**config.mk**
```make
export PLATFORM = sky130hd
export DESIGN_NAME = modular_exp
export DESIGN_NICKNAME = d
export VERILOG_FILES = /design/src/rtl/modular_exp_pkg.sv /design/src/rtl/modular_mult.sv /design/src/rtl/modular_exp.sv
export SDC_FILE = /design/constraint.sdc
export NUM_CORES = 1
export LEC_CHECK = 0
export ABC_AREA = 1
export ABC_CLOCK_PERIOD_IN_PS = 19660
export CAP_MARGIN = 20
export CORE_MARGIN = 4
export CORE_UTILIZATION = 35
export CTS_BUF_LIST = sky130_fd_sc_hd__clkbuf_16
export CTS_CLUSTER_SIZE = 40
export DETAILED_ROUTE_END_ITERATION = 8
export PLACE_DENSITY_LB_ADDON = 0.2
export SETUP_SLACK_MARGIN = 0.15
export SYNTH_ARGS = -nofsm -noshare
export SYNTH_HDL_FRONTEND = slang
export SYNTH_SLANG_ARGS = --single-unit
```
**constraint.sdc**
```tcl
create_clock -name clk -period 19.66 [get_ports clk]
set_clock_uncertainty 0.05 [all_clocks]
set_input_delay 1.966 -clock clk [delete_from_list [all_inputs] [get_ports clk]]
set_output_delay 1.966 -clock clk [all_outputs]
set_load 0.03 [all_outputs]
```
**src/rtl/modular_exp_pkg.sv**
```systemverilog
// Shared definitions for the modular exponentiation block: FSM state encoding
// and the default operand width.
package modular_exp_pkg;

  localparam int DEFAULT_WIDTH = 32;

  typedef enum logic [2:0] {
    LOAD   = 3'd0,
    REDUCE = 3'd1,
    CHECK  = 3'd2,
    MULT   = 3'd3,
    DONE   = 3'd4
  } state_t;

endpackage

```
**src/rtl/modular_mult.sv**
```systemverilog
// Interleaved shift-add modular multiplier, MSB-first, one bit of b per cycle.
// Requires a < n on start; p = a*b mod n is valid in the cycle ready pulses.
module modular_mult #(
  parameter int WIDTH = 32
) (
  input  logic             clk,
  input  logic             reset,
  input  logic             start,
  input  logic [WIDTH-1:0] a,
  input  logic [WIDTH-1:0] b,
  input  logic [WIDTH-1:0] n,
  output logic [WIDTH-1:0] p,
  output logic             ready
);

  localparam int PW    = WIDTH + 2;
  localparam int CNT_W = $clog2(WIDTH);

  logic [PW-1:0]    a_q;
  logic [PW-1:0]    n_q;
  logic [PW-1:0]    acc_q;
  logic [WIDTH-1:0] b_q;
  logic [CNT_W-1:0] cnt_q;
  logic             busy_q;
  logic [PW-1:0]    sum;
  logic [PW-1:0]    sub1;
  logic [PW-1:0]    step;

  // acc < n and a < n keep 2*acc + a below 3n, so two subtractions suffice.
  always_comb begin
    sum  = {acc_q[PW-2:0], 1'b0} + (b_q[WIDTH-1] ? a_q : '0);
    sub1 = (sum >= n_q) ? sum - n_q : sum;
    step = (sub1 >= n_q) ? sub1 - n_q : sub1;
  end

  always_ff @(posedge clk or negedge reset) begin
    if (!reset) begin
      a_q    <= '0;
      n_q    <= '0;
      acc_q  <= '0;
      b_q    <= '0;
      cnt_q  <= '0;
      busy_q <= 1'b0;
      ready  <= 1'b0;
    end else begin
      ready <= 1'b0;
      if (start && !busy_q) begin
        a_q    <= {2'b00, a};
        n_q    <= {2'b00, n};
        b_q    <= b;
        acc_q  <= '0;
        cnt_q  <= CNT_W'(WIDTH - 1);
        busy_q <= 1'b1;
      end else if (busy_q) begin
        acc_q <= step;
        b_q   <= {b_q[WIDTH-2:0], 1'b0};
        cnt_q <= cnt_q - 1'b1;
        if (cnt_q == '0) begin
          busy_q <= 1'b0;
          ready  <= 1'b1;
        end
      end
    end
  end

  assign p = acc_q[WIDTH-1:0];

endmodule

```
**src/rtl/modular_exp.sv**
```systemverilog
// Right-to-left binary modular exponentiation: result = M^D mod N.
// Starts on the first clock edge after reset release; done is sticky.
module modular_exp
  import modular_exp_pkg::*;
#(
  parameter int WIDTH = DEFAULT_WIDTH
) (
  input  logic             clk,
  input  logic             reset,
  input  logic [WIDTH-1:0] M,
  input  logic [WIDTH-1:0] D,
  input  logic [WIDTH-1:0] N,
  output logic [WIDTH-1:0] result,
  output logic             done
);

  state_t           state, next_state;
  logic [WIDTH-1:0] m_q, d_q, n_q, acc_q, base_q, result_q;
  logic             done_q;
  logic             issued_q;
  logic             mul_start, sq_start;
  logic             mul_ready, sq_ready;
  logic [WIDTH-1:0] mul_a, mul_b, mul_p, sq_p;
  logic             n_trivial;

  assign n_trivial = (N[WIDTH-1:1] == '0);

  // REDUCE computes 1*M so the multiplier's a-operand is already below N.
  assign mul_a = (state == REDUCE) ? WIDTH'(1) : acc_q;
  assign mul_b = (state == REDUCE) ? m_q : base_q;

  modular_mult #(.WIDTH(WIDTH)) u_mul (
    .clk(clk), .reset(reset), .start(mul_start),
    .a(mul_a), .b(mul_b), .n(n_q), .p(mul_p), .ready(mul_ready)
  );

  modular_mult #(.WIDTH(WIDTH)) u_sq (
    .clk(clk), .reset(reset), .start(sq_start),
    .a(base_q), .b(base_q), .n(n_q), .p(sq_p), .ready(sq_ready)
  );

  always_ff @(posedge clk or negedge reset) begin
    if (!reset) state <= LOAD;
    else        state <= next_state;
  end

  always_comb begin
    next_state = state;
    mul_start  = 1'b0;
    sq_start   = 1'b0;
    case (state)
      LOAD:   next_state = n_trivial ? DONE : REDUCE;
      REDUCE: begin
        mul_start = !issued_q;
        if (mul_ready) next_state = CHECK;
      end
      CHECK:  next_state = (d_q == '0) ? DONE : MULT;
      MULT:   begin
        mul_start = !issued_q;
        sq_start  = !issued_q;
        if (mul_ready && sq_ready) next_state = CHECK;
      end
      DONE:   next_state = DONE;
      default: next_state = LOAD;
    endcase
  end

  always_ff @(posedge clk or negedge reset) begin
    if (!reset) begin
      m_q      <= '0;
      d_q      <= '0;
      n_q      <= '0;
      acc_q    <= '0;
      base_q   <= '0;
      result_q <= '0;
      done_q   <= 1'b0;
      issued_q <= 1'b0;
    end else begin
      case (state)
        LOAD: begin
          m_q   <= M;
          d_q   <= D;
          n_q   <= N;
          acc_q <= WIDTH'(1);
          if (n_trivial) done_q <= 1'b1;
        end
        REDUCE: begin
          if (mul_start) issued_q <= 1'b1;
          if (mul_ready) begin
            base_q   <= mul_p;
            issued_q <= 1'b0;
          end
        end
        CHECK: begin
          if (d_q == '0) begin
            result_q <= acc_q;
            done_q   <= 1'b1;
          end
        end
        MULT: begin
          if (mul_start) issued_q <= 1'b1;
          if (mul_ready && sq_ready) begin
            if (d_q[0]) acc_q <= mul_p;
            base_q   <= sq_p;
            d_q      <= d_q >> 1;
            issued_q <= 1'b0;
          end
        end
        default: ;
      endcase
    end
  end

  assign result = result_q;
  assign done   = done_q;

endmodule

```
---- Word-level counts from Yosys, hierarchy flattened ----
Index checks and enable logic that the tools add are counted.
word-level totals
  bits of input ports ..................... 98
  flip-flop bits (word level) ............. 469
operators by class
  add/subtract/negate cells ............... 8
  equality and inequality tests ........... 9
  muxes and demuxes ....................... 54
  $lt $le $gt $ge ......................... 4
  reduce and logical (&&, ||, !) cells .... 23
operator list
  operator                                                                count
  32-bit 2-to-1 mux                                                       13
  33-bit 2-to-1 mux                                                       6
  32-bit case mux with 2 select lines                                     3
  34-bit by 32-bit greater-or-equal comparator with 1-bit output          4
  34-bit by 32-bit adder with 34-bit output                               2
  34-bit 2-to-1 mux                                                       2
  34-bit by 32-bit subtractor with 34-bit output                          2
  33-bit by 32-bit subtractor with 33-bit output                          2
  32-bit logical NOT                                                      1
  31-bit logical NOT                                                      1
  5-bit 2-to-1 mux                                                        4
  1-bit 2-to-1 mux                                                        19
  3-bit case mux with 5 select lines                                      1
  3-bit 2-to-1 mux                                                        4
  5-bit logical NOT                                                       2
  2-bit nonzero test                                                      5
  5-bit by 1-bit subtractor with 5-bit output (second input constant)     2
  3-bit AND reduction                                                     3
  2-bit != test (second input constant)                                   4
  3-bit by 2-bit equality test with 1-bit output (second input constant)  2
  2-bit AND reduction                                                     3
  1-bit case mux with 2 select lines                                      2
  3-bit by 1-bit equality test with 1-bit output (second input constant)  1
  3-bit equality test (second input constant)                             1
  5 further kinds                                                         9

---- Depth between registers and ports, before layout ----
  word-level depth ........................ 8
  depth in mapped cells ................... 50
  mapped depth without buffers ............ 47

---- By module ----
Synthesis repeated with hierarchy kept, for this count alone.
unflattened totals
  cells, all modules ...................... 4967
  area total of the unflattened synthesis .. 34182.8 sq um
by module, submodules not included
  module                cells each  times used  area an instance (sq um)
  modular_mult (u_sq)   1971        1           12913.6
  modular_mult (u_mul)  1851        1           12259.3
  modular_exp           1145        1           9009.9

---- Worst setup path before layout ----
Ideal clock, no wire load.
  kind .................................... register -> register
  start ................................... register u_sq.b_q[31]
  end ..................................... register u_sq.acc_q[20]
  stages on the path, launching flop included .. 46
  path buffers ............................ 4
  data required time ...................... 19.492 ns
  slack ................................... 13.399 ns
  arrival ................................. 6.093 ns
  library setup time ...................... 0.118 ns
  path through ............................ dfrtp_1 > clkbuf_1 > clkbuf_1 > nand2_1 > inv_1 > ha_1 > fa_1 > nand3_1 > nand2_1 > nand2_1 > nand2_1 > nand2_1 > nand2_2 > a21oi_1 > o21ai_0 > xor2_1 > ha_1 > nand2_1 > [10 not listed] > nand2_1 > o21ai_2 > ha_1 > fa_1 > nand3b_1 > nand2_1 > a21oi_1 > o21ai_1 > inv_1 > o21ai_1 > nand4_1 > a21oi_1 > nor2_4 > nand2_4 > buf_6 > nand2_1 > nand3_1 > nand2_1
between the ends
  word-level cells in the longest chain between the ends .. 8
RTL lines
  element                                                                                                                                  line                text
  from (decl)                                                                                                                              modular_mult.sv:22  logic [WIDTH-1:0] b_q;
  from (signal assigned)                                                                                                                   modular_mult.sv:56  b_q <= {b_q[WIDTH-2:0], 1'b0};
  32-bit 2-to-1 mux *                                                                                                                      modular_mult.sv:31  sum = {acc_q[PW-2:0], 1'b0} + (b_q[WIDTH-1] ? a_q : '0);
  34-bit by 32-bit adder with 34-bit output *                                                                                              modular_mult.sv:31
  34-bit by 32-bit subtractor with 34-bit output / 34-bit by 32-bit greater-or-equal comparator with 1-bit output (equally long branches)  modular_mult.sv:32  sub1 = (sum >= n_q) ? sum - n_q : sum;
  34-bit 2-to-1 mux *                                                                                                                      modular_mult.sv:32
  33-bit by 32-bit subtractor with 33-bit output / 34-bit by 32-bit greater-or-equal comparator with 1-bit output (equally long branches)  modular_mult.sv:33  step = (sub1 >= n_q) ? sub1 - n_q : sub1;
  33-bit 2-to-1 mux *                                                                                                                      modular_mult.sv:33
  33-bit 2-to-1 mux *                                                                                                                      modular_mult.sv:54  end else if (busy_q) begin
  33-bit 2-to-1 mux *                                                                                                                      modular_mult.sv:47  if (start && !busy_q) begin
  to (signal assigned)                                                                                                                     modular_mult.sv:55  acc_q <= step;
  to (decl)                                                                                                                                modular_mult.sv:21  logic [PW-1:0] acc_q;
Every way passes the cells marked *; elsewhere a longest branch is shown, timed or not. The select of a mux whose other input is x is not followed.
A chain may end at the register's enable or synchronous reset.

---- Worst setup path after layout ----
  start ................................... register u_mul.b_q[31]
  end ..................................... register u_mul.acc_q[2]
between the ends
  word-level cells in the longest chain between the ends .. 8
RTL lines
  element                                                                                                                                  line
  from (decl)                                                                                                                              modular_mult.sv:22
  from (signal assigned)                                                                                                                   modular_mult.sv:56
  32-bit 2-to-1 mux *                                                                                                                      modular_mult.sv:31
  34-bit by 32-bit adder with 34-bit output *                                                                                              modular_mult.sv:31
  34-bit by 32-bit subtractor with 34-bit output / 34-bit by 32-bit greater-or-equal comparator with 1-bit output (equally long branches)  modular_mult.sv:32
  34-bit 2-to-1 mux *                                                                                                                      modular_mult.sv:32
  33-bit by 32-bit subtractor with 33-bit output / 34-bit by 32-bit greater-or-equal comparator with 1-bit output (equally long branches)  modular_mult.sv:33
  33-bit 2-to-1 mux *                                                                                                                      modular_mult.sv:33
  33-bit 2-to-1 mux *                                                                                                                      modular_mult.sv:54
  33-bit 2-to-1 mux *                                                                                                                      modular_mult.sv:47
  to (signal assigned)                                                                                                                     modular_mult.sv:55
  to (decl)                                                                                                                                modular_mult.sv:21
Marks and branches as above.

==> flow_summary.json <==
{
  "status": "complete, no violations",
  "syn2layout_area_growth_pct": 12.6,
  "wl_um": 107000,
  "die_x_um": 310,
  "critPathCaptureType": "register",
  "layout_commonest_cell": "nand2_1",
  "antenna_found_initial": 1,
  "yosys_warnings": 0,
  "vias_per_cell": 5.13,
  "final_layout_size_suffix_gt1_share_pct": 4.32,
  "setup_viol": 0,
  "clk_pin_slew_worst_paths_ns": 0.06,
  "cp.arrival_ns": 9.42,
  "num_vias": 29000,
  "ys_types": 56,
  "slowest_stage": "nand4_2",
  "rows": 110,
  "synth-async-reset-ratio_pct": 100,
  "r2r_slack_ns": 10.75,
  "fp.dieH_um": 310,
  "cts_root_buffer": "clkbuf_16",
  "min_period_ns": 8.91,
  "critPathLaunchType": "register",
  "synth-edff-count": 0,
  "grt_pass1_wl_um": 164000,
  "fill_cells": 9570,
  "slowest_delay_ns": 0.84,
  "crit_type": "reg -> reg",
  "syn_nets": 4676,
  "overflow": 0,
  "min_path_type": "reg -> reg",
  "grt_usage_pct": 21.9,
  "yosysSeqAreaShare_pct": 36.7,
  "crit_fanout": 44,
  "fin_crit_sh_pct": 45.3,
  "final_cell_mix": "1,191 x nand2_1, 578 x inv_1, 469 x dfrtp_1",
  "start_util_pct": 35.4,
  "hpwlAfterDp_um": 83700,
  "slew_violations": 0,
  "cts_buffers": 53,
  "syn_area_mm2": 0.0319,
  "final_nets": 4728,
  "cts-hold-fix-buffers": 0,
  "hold_viol_final": 0,
  "dr.pass1.iters": 6,
  "io_buffer_count": 130,
  "grt_max_degree": 99,
  "io_pins": 131,
  "max_freq_ghz": 0.112,
  "worst-slew-pin-transition_ns": 1.05,
  "drtIter0Drc": 2189,
  "fin_setup_tns_ns": 0,
  "core_mm2": 0.0903,
  "cts_setup_buffers": 0,
  "clock_latency_ns": 0.63,
  "clock-sinks": 469,
  "ant_nets": 0,
  "rsz0062_at_grt": "false",
  "grt_pass1_vias": 28000,
  "maxCapViolations": 0,
  "ctsResizeCount": 0,
  "cts_tree": "done",
  "cts_buffer_depth": 3,
  "cp_common_cell": "nand2_1",
  "syn_area_per_cell_um2": 7.30,
  "cts.htree.levels": 2,
  "syn-instance-count": 4378,
  "route.detailed.drc": 0,
  "routabilityCongestion": 0.942,
  "dieArea_mm2": 0.0962,
  "ys_ff_latch": 469,
  "required_ns": 20.17,
  "maxSlewHeadroom_pct": 30.0,
  "wl_per_cell_um": 18.9,
  "synth_ff_type": "dfrtp_1"
}
## synth_stat cells, types with 29 or more instances
| master | number | area share (%) |
|---|---|---|
| nand2_1 | 1195 | 14 |
| inv_1 | 568 | 6.7 |
| dfrtp_1 | 469 | 37 |
| o21ai_0 | 355 | 5.6 |
| a21oi_1 | 275 | 4.3 |
| nor2_1 | 266 | 3.1 |
| nand3_1 | 246 | 3.9 |
| ha_1 | 194 | 7.6 |
| clkbuf_1 | 118 | 1.4 |
| xor2_1 | 87 | 2.4 |
| xnor2_1 | 81 | 2.2 |
| o211ai_1 | 55 | 1.3 |
| a31oi_1 | 51 | 1.0 |
| nor3_1 | 40 | 0.63 |
| mux2_2 | 38 | 1.3 |
| o31ai_1 | 32 | 0.75 |
| o21bai_1 | 29 | 0.68 |
## layer usage
metal / share of wire, % / wire (um) / global-route usage [%] / vias to the layer above
li1: - / - / - / 14400
met1: 44 / 47500 / 29.3 / 13800
met2: 48 / 51800 / 38.1 / 624
met3: 4.5 / 4820 / 2.51 / 136
met4: 2.6 / 2750 / 5.43 / 0
met5: 0 / 0 / 0 / -
## cell type report
cell class	instances	area, um2	area share [%]
antenna	1	2.50	0.00695
clock buffer	53	1330	3.69
clock inverter	36	345	0.960
inverter	580	2180	6.05
multi-input combinational	3171	17400	48.3
sequential	469	11700	32.6
tap	1176	1470	4.09
timing repair buffer	155	1530	4.24
## worst max-delay path, delay by kind of cell (launching register included)
| family | cells | cell delay [ns] |
|---|---|---|
| AND/OR/NAND/NOR | 24 | 4.24 |
| buffers and inverters | 5 | 0.55 |
| AO/OA/AOI/OAI | 7 | 1.93 |
| flip-flops | 1 | 0.74 |
| adder cells (fa/ha/maj) | 4 | 1.28 |
## flip-flops by register name, summed over array words and instances, names as in the netlist
register,cells
acc_q,32
base_q,32
d_q,32
done,1
issued_q,1
m_q,32
n_q,32
result,32
state,3
u_mul.a_q,32
u_mul.acc_q,33
u_mul.b_q,32
u_mul.busy_q,1
u_mul.cnt_q,5
u_mul.n_q,32
u_mul.ready,1
u_sq.a_q,32
u_sq.acc_q,33
u_sq.b_q,32
u_sq.busy_q,1
u_sq.cnt_q,5
u_sq.n_q,32
u_sq.ready,1
## metrics by stage
stage / cells / util, % / area, um2 / setup slack [ns] / hold slack [ns]
after floorplan: 4378 / - / 31900 / 13.40 / 0.386
after global placement: 5549 / 37.9 / 34300 / 11.06 / 0.409
after detailed placement: 5549 / 37.9 / 34300 / 11.01 / 0.413
after CTS: 5638 / 39.8 / 35900 / 10.95 / 0.427
after global routing: 5640 / 39.8 / 36000 / 9.93 / 0.453
final: 5641 / 39.9 / 36000 / 10.75 / 0.423
## path summary, 6_finish.rpt
path                                     from              to  cells past startpoint
worst min-delay path             u_sq.a_q[15]    u_sq.a_q[15]                      2
worst min register to register   u_sq.a_q[15]    u_sq.a_q[15]                      2
min in group asynchronous               reset      result[25]                      1
worst max-delay path            u_mul.b_q[31]  u_mul.acc_q[2]                     40
max in group asynchronous               reset     u_sq.b_q[0]                      4
worst max register to register  u_mul.b_q[31]  u_mul.acc_q[2]                     40
## cells by family (layout without fill, tap and decap cells)
family | Yosys count | after routing | share of synthesized area, %
adders and majority gates | 200 | 200 | 7.97
xor gates and xnor gates | 168 | 168 | 4.61
buffers and inverters | 738 | 824 | 8.97
and+or+nand+nor | 1848 | 1848 | 23.9
muxes | 38 | 38 | 1.34
DFF | 469 | 469 | 36.7
other | 0 | 1 | 0
AOI/OAI and AO/OA | 917 | 917 | 16.5
Power is left out: the tool's default activity adds up to more than one toggle a clock period on the data nets, which glitch-free logic cannot reach.
